File: src/rtl/clock_period_meter.sv
`default_nettype none
`timescale 1ns/1ps
// ============================================================================
// Module      : clock_period_meter
// Description : Measures rise-to-rise period and rise-to-fall high time of a
//               slow asynchronous clock in in_clock cycles, with timeout.
// Revision    : 1.0 - initial release
// ============================================================================
module clock_period_meter #(
  parameter int          WIDTH   = 28,
  parameter int unsigned TIMEOUT = 28'd20000000
) (
  input  logic             in_clock,
  input  logic             reset_n,
  input  logic             meas_clock,
  output logic [WIDTH-1:0] period,
  output logic [WIDTH-1:0] high_time,
  output logic             valid,
  output logic             locked,
  output logic             timeout
);

  localparam logic [WIDTH-1:0] c_timeout = WIDTH'(TIMEOUT);
  localparam logic [WIDTH-1:0] c_one     = {{(WIDTH-1){1'b0}}, 1'b1};

  typedef enum logic [0:0] {
    ST_WAIT_FIRST = 1'b0,
    ST_MEASURE    = 1'b1
  } state_t;

  state_t           r_state;
  state_t           w_state_nxt;

  logic             r_s1;
  logic             r_s2;
  logic             r_s3;
  logic             w_rise;
  logic             w_fall;

  logic [WIDTH-1:0] r_cnt;
  logic [WIDTH-1:0] r_hreg;
  logic [WIDTH-1:0] r_period;
  logic [WIDTH-1:0] r_high_time;
  logic             r_valid;
  logic             r_locked;
  logic             r_timeout;

  logic [WIDTH-1:0] w_cnt_nxt;
  logic [WIDTH-1:0] w_hreg_nxt;
  logic [WIDTH-1:0] w_period_nxt;
  logic [WIDTH-1:0] w_high_time_nxt;
  logic             w_valid_nxt;
  logic             w_locked_nxt;
  logic             w_timeout_nxt;

  // s1/s2 resolve metastability; s3 is the previous synchronized level.
  always_ff @(posedge in_clock) begin
    if (!reset_n) begin
      r_s1 <= 1'b0;
      r_s2 <= 1'b0;
      r_s3 <= 1'b0;
    end else begin
      r_s1 <= meas_clock;
      r_s2 <= r_s1;
      r_s3 <= r_s2;
    end
  end

  assign w_rise = r_s2 & ~r_s3;
  assign w_fall = ~r_s2 & r_s3;

  always_ff @(posedge in_clock) begin
    if (!reset_n) begin
      r_state     <= ST_WAIT_FIRST;
      r_cnt       <= '0;
      r_hreg      <= '0;
      r_period    <= '0;
      r_high_time <= '0;
      r_valid     <= 1'b0;
      r_locked    <= 1'b0;
      r_timeout   <= 1'b0;
    end else begin
      r_state     <= w_state_nxt;
      r_cnt       <= w_cnt_nxt;
      r_hreg      <= w_hreg_nxt;
      r_period    <= w_period_nxt;
      r_high_time <= w_high_time_nxt;
      r_valid     <= w_valid_nxt;
      r_locked    <= w_locked_nxt;
      r_timeout   <= w_timeout_nxt;
    end
  end

  always_comb begin
    w_state_nxt     = r_state;
    w_cnt_nxt       = r_cnt;
    w_hreg_nxt      = r_hreg;
    w_period_nxt    = r_period;
    w_high_time_nxt = r_high_time;
    w_valid_nxt     = 1'b0;
    w_locked_nxt    = r_locked;
    w_timeout_nxt   = r_timeout;

    case (r_state)
      ST_WAIT_FIRST: begin
        if (w_rise) begin
          w_cnt_nxt   = c_one;
          w_hreg_nxt  = '0;
          w_state_nxt = ST_MEASURE;
        end else begin
          w_cnt_nxt = '0;
        end
      end

      ST_MEASURE: begin
        // A rise wins over a coincident timeout so a period of exactly
        // TIMEOUT cycles still reports.
        if (w_rise) begin
          w_period_nxt    = r_cnt;
          w_high_time_nxt = r_hreg;
          w_valid_nxt     = 1'b1;
          w_locked_nxt    = 1'b1;
          w_timeout_nxt   = 1'b0;
          w_cnt_nxt       = c_one;
          w_hreg_nxt      = '0;
        end else if (r_cnt == c_timeout) begin
          w_timeout_nxt = 1'b1;
          w_locked_nxt  = 1'b0;
          w_state_nxt   = ST_WAIT_FIRST;
          w_cnt_nxt     = '0;
        end else begin
          w_cnt_nxt = r_cnt + c_one;
          if (w_fall) begin
            w_hreg_nxt = r_cnt;
          end
        end
      end

      default: begin
        w_state_nxt = ST_WAIT_FIRST;
        w_cnt_nxt   = '0;
      end
    endcase
  end

  assign period    = r_period;
  assign high_time = r_high_time;
  assign valid     = r_valid;
  assign locked    = r_locked;
  assign timeout   = r_timeout;

endmodule
`default_nettype wire

File: config.mk
export PLATFORM = sky130hd
export DESIGN_NAME = clock_period_meter
export DESIGN_NICKNAME = d
export VERILOG_FILES = /design/src/rtl/clock_period_meter.sv
export SDC_FILE = /design/constraint.sdc
export NUM_CORES = 1
export LEC_CHECK = 0
export ABC_CLOCK_PERIOD_IN_PS = 3850
export CORE_ASPECT_RATIO = 1.2
export CORE_UTILIZATION = 53
export DETAILED_ROUTE_END_ITERATION = 6
export PLACE_DENSITY = 0.78
export SYNTH_ARGS = -nofsm -noshare
export SYNTH_HDL_FRONTEND = slang
export SYNTH_SLANG_ARGS = --single-unit
File: constraint.sdc
create_clock -name in_clock -period 3.85 [get_ports in_clock]
set_clock_uncertainty 0.1 [all_clocks]
set_input_delay 1.155 -clock in_clock [delete_from_list [all_inputs] [get_ports in_clock]]
set_output_delay 1.155 -clock in_clock [all_outputs]
set_load 0.01 [all_outputs]
==> impl_metrics.tcl, run 1 <==
set metrics [dict create \
    status "completed" \
    antenna_found_initial 0 \
    io_buffers 61 \
    crit_required_ps 2590 \
    crit_buf_inv 1 \
    slew_headroom_pct 24.6 \
    synth_top_area_share_pct 52.5 \
    worst_slew_pin_slew_ps 1130 \
    fin_crit_sh_pct 69.5 \
    synth.most_common_cell "dfxtp_1" \
    p_leak_nw 2.11 \
    grt_pass1_wl_um 17000 \
    drtIter0Drc 234 \
    htree_levels 4 \
    dpl.cell_count 596 \
    dr.pass1.iters 4 \
    wl_met1_um 4630 \
    via_per_inst 5.82 \
    die_area_um2 8950 \
    final-setup-viol-count 0 \
    synth_common_cells "dfxtp_1 (119), nand2_1 (70), a22o_1 (56)" \
    syn2layout_area_growth_pct 27.8 \
    grt_max_degree 58 \
    post-cts-setup-buffers 0 \
    cts_buffers 17 \
    power.density_cell_area_nw_per_um2 494 \
    end_kind "output pin" \
    syn_area_per_cell_um2 10.0 \
    wl_met2_um 5120 \
    n_fill_cell 621 \
    route.vias.total 3654 \
    whs_ps 350 \
    top_layer_used "met4" \
    critical_path_class "flop to output pin" \
    wire_per_inst_um 16.6 \
    ctsHoldBuffers 0 \
    cap_viol_max_count 0 \
    grt_usage_pct 25.2 \
    ys.flop_type "dfxtp_1" \
    async_reset_ff_share_pct 0 \
    synthCells 454 \
    num_rows 36 \
    synth_top_cell_by_area "dfxtp_1" \
    cp_top_family "buffers and inverters" \
    slowest_delay_ps 560 \
    clockBufferDepth 2 \
    max-vdd-ir-drop_uv 315 \
    overflow 0 \
    synth_warnings 0 \
    grt_pass1_vias 3390 \
    dpl.hpwl_um 6580 \
    critPathSlowestCell "clkdlybuf4s50_1" \
    core_area_um2 8200 \
    start_kind "flop" \
    cts_sinks 119 \
    grt_setup_unrepaired "no" \
    die_w_um 86.5 \
    syn_area_um2 4540 \
    setup-tns-final_ps 0 \
    dpl-instance-area_um2 5200 \
    start_util_pct 55.4 \
    yosysSeqAreaShare_pct 52.5 \
    crit_chain "clkdlybuf4s50_1" \
    synth_edf_count 0 \
    path_max_fanout 2 \
    fmax_ghz 0.374 \
    fin_crit_ps 2670 \
    die_h_um 103 \
    ioPinCount 62 \
    drc 0 \
    cts_tree "built" \
    cts_root_buf "clkbuf_8" \
    ant_nets 0 \
    nets 506 \
    ctsResizeCount 0 \
    syn-num-nets 459 \
    arrival_ps 1420 \
    finalHoldViolations 0 \
    synth.ff_latch_count 119 \
    post_synth_num_cell_types 41 \
    wl_um 10500 \
    final_cell_area_um2 5800 \
    synth_area_leaders "dfxtp_1 (52%), a22o_1 (11%), mux2i_1 (6.0%)" \
    hold_class "flop to flop" \
    path_clk_slew_ps 60 \
    routed-wl-met3_um 533 \
    n_antenna_cell 0 \
    finalMaxSlewViolations 0 \
    finalNonFillerCells 628 \
    gp_congestion 0.811 \
    drive_gt1_share_pct 8.75 \
    clk_latency_ps 510 \
]
[layout make-up]
cell class / count / area, µm² / area share [%]
multi-input cells: 288 / 1980 / 34.1
well taps: 114 / 143 / 2.46
clock inverters: 14 / 176 / 3.04
inverters: 8 / 30.0 / 0.517
repair buffers: 67 / 668 / 11.5
flip-flops and latches: 119 / 2380 / 41.0
clock buffers: 18 / 428 / 7.37
[worst register-to-register path: stages, from the launching register on]
cell and delay [ps]:
dfxtp_1 420, inv_1 110, ha_1 140, and4b_1 190
nand4_1 250, o21ai_4 960, mux2i_1 300
[final timing paths]
check	from	to	slack, ps	depth (start not counted)
worst max-delay path	high_time[1]	high_time[1]	1180	1
worst min-delay path	r_s1	r_s2	350	1
worst max register to register	r_cnt[0]	r_hreg[27]	1310	6
worst min register to register	r_s1	r_s2	350	1
[metal layers]
layer,vias to the layer above,GRT usage (%)
met1,1752,33.2
met4,0,11.3
li1,1769,-
met5,-,0
met3,17,5.79
met2,116,39.6
[cells by family after synthesis]
family | synth area share, %
simple gates | 16.8
flops | 52.5
compound gates | 17.2
buf+inv | 4.74
mux | 5.95
xor+xnor | 2.31
fa+ha+maj | 0.551
[where the power goes]
part | internal (mW) | switching [mW]
logic | 0.0134 | 0.0415
registers | 1.24 | 0.00550
clock network | 1.01 | 0.568
total | 2.25 | 0.615
[flip-flops by register name (all words and copies together), names as in the netlist]
name and count:
r_hreg 28, r_cnt 28, r_s3 1, locked 1, period 28, high_time 28
r_s1 1, r_s2 1, timeout 1, valid 1, r_state 1
[cell usage in the layout (no fill, tap or decap), drive strengths merged, types with 6 or more instances in the layout]
cell type,instances
buf,6
nand4,14
nor3,16
inv,9
o31ai,11
a22o,56
a211oi,14
dfxtp,119
xnor2,6
clkdlybuf4s50,61
nand2,70
o21ai,7
or4,12
clkbuf,18
mux2i,27
xor2,6
nand3,9
[metrics by stage]
step           total power, mW  setup slack [ps]  util [%]
6_report                  2.87              1180      70.8
5_1_grt                   2.95              1080      70.8
4_1_cts                   2.88              1140      70.8
3_5_place_dp              1.32               871      63.4
3_3_place_gp              1.32               943      63.4
2_1_floorplan             1.30              1540         -
(Power assumes the default switching activity.)
==> run 2: changes to the inputs <==
Settings changed: ABC_CLOCK_PERIOD_IN_PS 3850 to 2550.
Clock period 3.85 ns to 2.55 ns, I/O delays scaled along.
==> run 2 against run 1 <==
Compared with the run above:
- critical path depth grew 4
- utilization is 1.4 points higher
- hold slack better by 13 ps
- design area grew 2.0%
- global-route usage increased by 1.5 points
- sequential power up 51%
- highest routed layer unchanged
==> impl_metrics.tcl, run 2 (synthesis results as in run 1) <==
set metrics [dict create \
    arrival_ps 2630 \
    rr_startpoint "r_cnt[0]" \
    n_antenna_cell 0 \
    critical_path_class "flop to flop" \
    power_mw 4.39 \
    clk_latency_ps 520 \
    n_fill_cell 610 \
    finalHoldViolations 0 \
    path_clk_slew_ps 60 \
    multi_input_area_um2 1980 \
    setup-tns-final_ps 0 \
    ctsHoldBuffers 0 \
    end_kind "flop" \
    die_h_um 103 \
    syn2layout_area_growth_pct 30.4 \
    grt_setup_unrepaired "no" \
    status "completed" \
    slew_headroom_pct 69.9 \
    final-setup-viol-count 0 \
    clockBufferDepth 2 \
    power.density_cell_area_nw_per_um2 742 \
    post-cts-setup-buffers 0 \
    ff2ff_setup_slack_ps 240 \
    cts_tree "built" \
    fin_crit_sh_pct 90.8 \
    wl_um 10900 \
    antenna_found_initial 0 \
    dpl.cell_count 608 \
    io_buffers 61 \
    final_common_cell "dfxtp_1" \
    cts_sinks 119 \
    die_w_um 86.5 \
    grt_max_degree 58 \
    num_rows 36 \
    overflow 0 \
    grt_pass1_wl_um 18300 \
    crit_required_ps 2870 \
    p_leak_nw 2.19 \
    start_util_pct 55.4 \
    cap_viol_max_count 0 \
    route.vias.total 3741 \
    dpl.hpwl_um 6910 \
    ioPinCount 62 \
    drive_gt1_share_pct 10.8 \
    register_area_um2 2380 \
    nets 518 \
    start_kind "flop" \
    timing.hold.worst_endpoint "r_hreg[5]" \
    setup.worst_path.start "r_cnt[0]" \
    ant_nets 0 \
    regToRegEndpoint "r_cnt[16]" \
    layout_common_cells "dfxtp_1 (119), nand2_1 (70), clkdlybuf4s50_1 (61)" \
    worstHoldPathCells 2 \
    fin_crit_ps 2310 \
    finalMaxSlewViolations 0 \
    dr.pass1.iters 5 \
    dpl-instance-area_um2 5320 \
    cts_buffers 17 \
    core_area_um2 8200 \
    via_per_inst 5.85 \
    htree_levels 4 \
    die_area_um2 8950 \
    drc 0 \
    drtIter0Drc 217 \
    worst_slew_pin_slew_ps 451 \
    finalNonFillerCells 640 \
    wire_per_inst_um 17.1 \
    path_max_fanout 8 \
    min_from "r_hreg[5]" \
    max-vdd-ir-drop_uv 490 \
    final_cell_area_um2 5920 \
    hold_class "flop to flop" \
    grt_pass1_vias 3612 \
    ctsResizeCount 0 \
    grt_usage_pct 26.6 \
    fmax_ghz 0.432 \
    cts_root_buf "clkbuf_8" \
    reg2regPathDepth 5 \
    gp_congestion 0.854 \
]
run 2: cell types whose count changed in the layout (fill, tap and decap cells not counted):
| cell | previous run | this run |
|---|---|---|
| clkbuf_8 | 2 | 1 |
| buf_12 | 1 | 3 |
| clkinvlp_4 | 5 | 1 |
| buf_4 | 5 | 15 |
| clkinv_4 | 4 | 3 |
| inv_8 | 0 | 1 |
| inv_6 | 1 | 6 |
run 2: how the worst max path moves through the flow:
| stage | cells past startpoint | slack [ps] | endpoint |
|---|---|---|---|
| finish | 5 | 240 | r_cnt[16] |
| global route | 5 | 120 | r_cnt[16] |
| CTS | 1 | 230 | high_time[8] |
| detailed placement | 5 | 290 | r_cnt[16] |
| global placement | 6 | 340 | r_hreg[7] |
| floorplan | 6 | 510 | r_cnt[22] |
run 2: worst max-delay path: stages, from the launching register on:
cell,delay [ps]
dfxtp_1,510
ha_1,280
and4_1,280
nand4_1,260
or4_1,490
a211oi_1,290
run 2: through the flow:
stage          hold slack, ps  util (%)  worst slack, ps
2_1_floorplan             312         -              509
3_3_place_gp              326      64.8              337
3_5_place_dp              335      64.8              289
4_1_cts                   353      72.2              230
5_1_grt                   375      72.2              123
6_report                  363      72.2              235
run 2: final cells by class:
type                    instances  share of cell area (%)
flip-flops and latches        119                    40.2
multi-input cells             288                    33.4
repair buffers                 79                    13.2
clock buffers                  17                    6.99
clock inverters                15                    3.25
well taps                     114                    2.41
inverters                       8                   0.507
run 2: metal layers:
metal | part of all wire (%) | up-vias | global-route usage, %
li1 | - | 1785 | -
met1 | 44 | 1824 | 33.3
met2 | 49 | 114 | 43.8
met3 | 4.9 | 18 | 6.83
met4 | 1.8 | 0 | 11.5
met5 | 0 | - | 0
run 2: where the power goes:
| group | internal (mW) | switching (mW) | total [mW] |
|---|---|---|---|
| Clock | 1.51 | 0.911 | 2.43 |
| Combinational | 0.0278 | 0.0653 | 0.0931 |
| Sequential | 1.87 | 0.00874 | 1.87 |
==> run 3: changes to the inputs <==
Settings changed: ABC_CLOCK_PERIOD_IN_PS 2550 to 2730.
Clock period 2.55 ns to 2.73 ns, I/O delays scaled along.
==> run 3 against run 2 <==
Compared with the run above:
- hold slack lost 17 ps
- utilization shrank 0.38 points
- sequential power shrank 6%
- critical endpoint is now r_cnt[22]
- routed wire length shrank 3.2%
- global-route usage shrank 1.5 points
- largest cell class unchanged
- clock power shrank 8%
- fmax shrank 4.1%
- sequential share of layout area grew 0.21 points
==> impl_metrics.tcl, run 3 (synthesis results as in run 1) <==
set metrics [dict create \
    finalNonFillerCells 633 \
    ctsResizeCount 0 \
    clk_latency_ps 520 \
    finalHoldViolations 0 \
    critPathSlowestCell "or4_1" \
    route.vias.total 3692 \
    path_clk_slew_ps 60 \
    dpl.hpwl_um 6690 \
    grt_usage_pct 25.1 \
    drc 0 \
    end_kind "flop" \
    die_h_um 103 \
    gp_congestion 0.825 \
    grt_setup_unrepaired "no" \
    core_area_um2 8200 \
    io_buffers 61 \
    drive_gt1_share_pct 9.63 \
    setup.worst_path.start "r_cnt[0]" \
    power_mw 4.06 \
    slew_headroom_pct 67.4 \
    cap_viol_max_count 0 \
    cts_buffers 17 \
    wl_met2_um 5180 \
    die_w_um 86.5 \
    p_leak_nw 2.17 \
    fin_crit_ps 2410 \
    crit_required_ps 3060 \
    clockBufferDepth 2 \
    critical_path_class "flop to flop" \
    layout_common_cells "dfxtp_1 (119), nand2_1 (70), clkdlybuf4s50_1 (61)" \
    nets 511 \
    start_kind "flop" \
    n_antenna_cell 0 \
    setup-tns-final_ps 0 \
    crit_chain "ha_1 -> and4_1 -> nand3_1 -> or4_1 -> a211oi_1" \
    antenna_found_initial 0 \
    wl_met1_um 4540 \
    cts_root_buf "clkbuf_8" \
    hold_class "flop to flop" \
    crit_buf_inv 0 \
    utilization_pct 71.9 \
    die_area_um2 8950 \
    cp_top_family "simple AND/OR/NAND/NOR gates" \
    dr.pass1.iters 5 \
    fin_crit_sh_pct 88.4 \
    ctsHoldBuffers 0 \
    wire_per_inst_um 16.7 \
    min_from "r_s1" \
    slowest_delay_ps 540 \
    grt_pass1_vias 3456 \
    syn2layout_area_growth_pct 29.7 \
    dpl.cell_count 601 \
    routed-wl-met3_um 640 \
    power.density_cell_area_nw_per_um2 690 \
    num_rows 36 \
    grt_pass1_wl_um 17100 \
    drtIter0Drc 193 \
    finalMaxSlewViolations 0 \
    wl_um 10600 \
    overflow 0 \
    path_max_fanout 8 \
    grt_max_degree 58 \
    status "completed" \
    final_common_cell "dfxtp_1" \
    ioPinCount 62 \
    rr_startpoint "r_cnt[0]" \
    top_layer_used "met4" \
    max-vdd-ir-drop_uv 534 \
    post-cts-setup-buffers 0 \
    cts_sinks 119 \
    via_per_inst 5.83 \
    final-setup-viol-count 0 \
    htree_levels 4 \
    worst_slew_pin_slew_ps 488 \
    arrival_ps 2740 \
    fmax_ghz 0.414 \
    cts_tree "built" \
    ant_nets 0 \
    start_util_pct 55.4 \
]
## run 3: cell count changes in the layout (fill, tap and decap cells not counted), moves of 2 or more
| cell | delta |
|---|---|
| clkinv_2 | +2 |
| inv_6 | -5 |
| buf_4 | -9 |
| buf_12 | +2 |
| clkinv_4 | +4 |
## run 3: layout make-up
class | instances | area, µm²
repair buffers | 72 | 756
inverters | 8 | 30.0
well taps | 114 | 143
clock buffers | 18 | 428
multi-input cells | 288 | 1980
flip-flops and latches | 119 | 2380
fillers | 613 | 2310
clock inverters | 14 | 175
## run 3: path summary, 6_finish.rpt
kind	end	slack [ps]	cells after the start
worst max-delay path	r_cnt[22]	320	5
worst min-delay path	r_s2	350	1
worst max register to register	r_cnt[22]	320	5
worst min register to register	r_s2	350	1
## run 3: metrics by stage
step | hold slack [ps] | setup WS [ps] | cell area, µm²
after global placement | 325 | 385 | 5290
final | 346 | 316 | 5890
after global routing | 374 | 141 | 5890
after floorplan | 312 | 689 | 4540
after CTS | 350 | 346 | 5890
after detailed placement | 330 | 368 | 5290
## run 3: metal layers
| layer | vias to the layer above | global-route usage, % |
|---|---|---|
| met1 | 1756 | 30.7 |
| met4 | 0 | 9.74 |
| met2 | 141 | 40.5 |
| met3 | 24 | 9.37 |
| met5 | - | 0 |
| li1 | 1771 | - |
## run 3: power breakdown
part / internal, mW / switching, mW
Combinational: 0.0281 / 0.0602
Clock: 1.42 / 0.807
Sequential: 1.74 / 0.00761
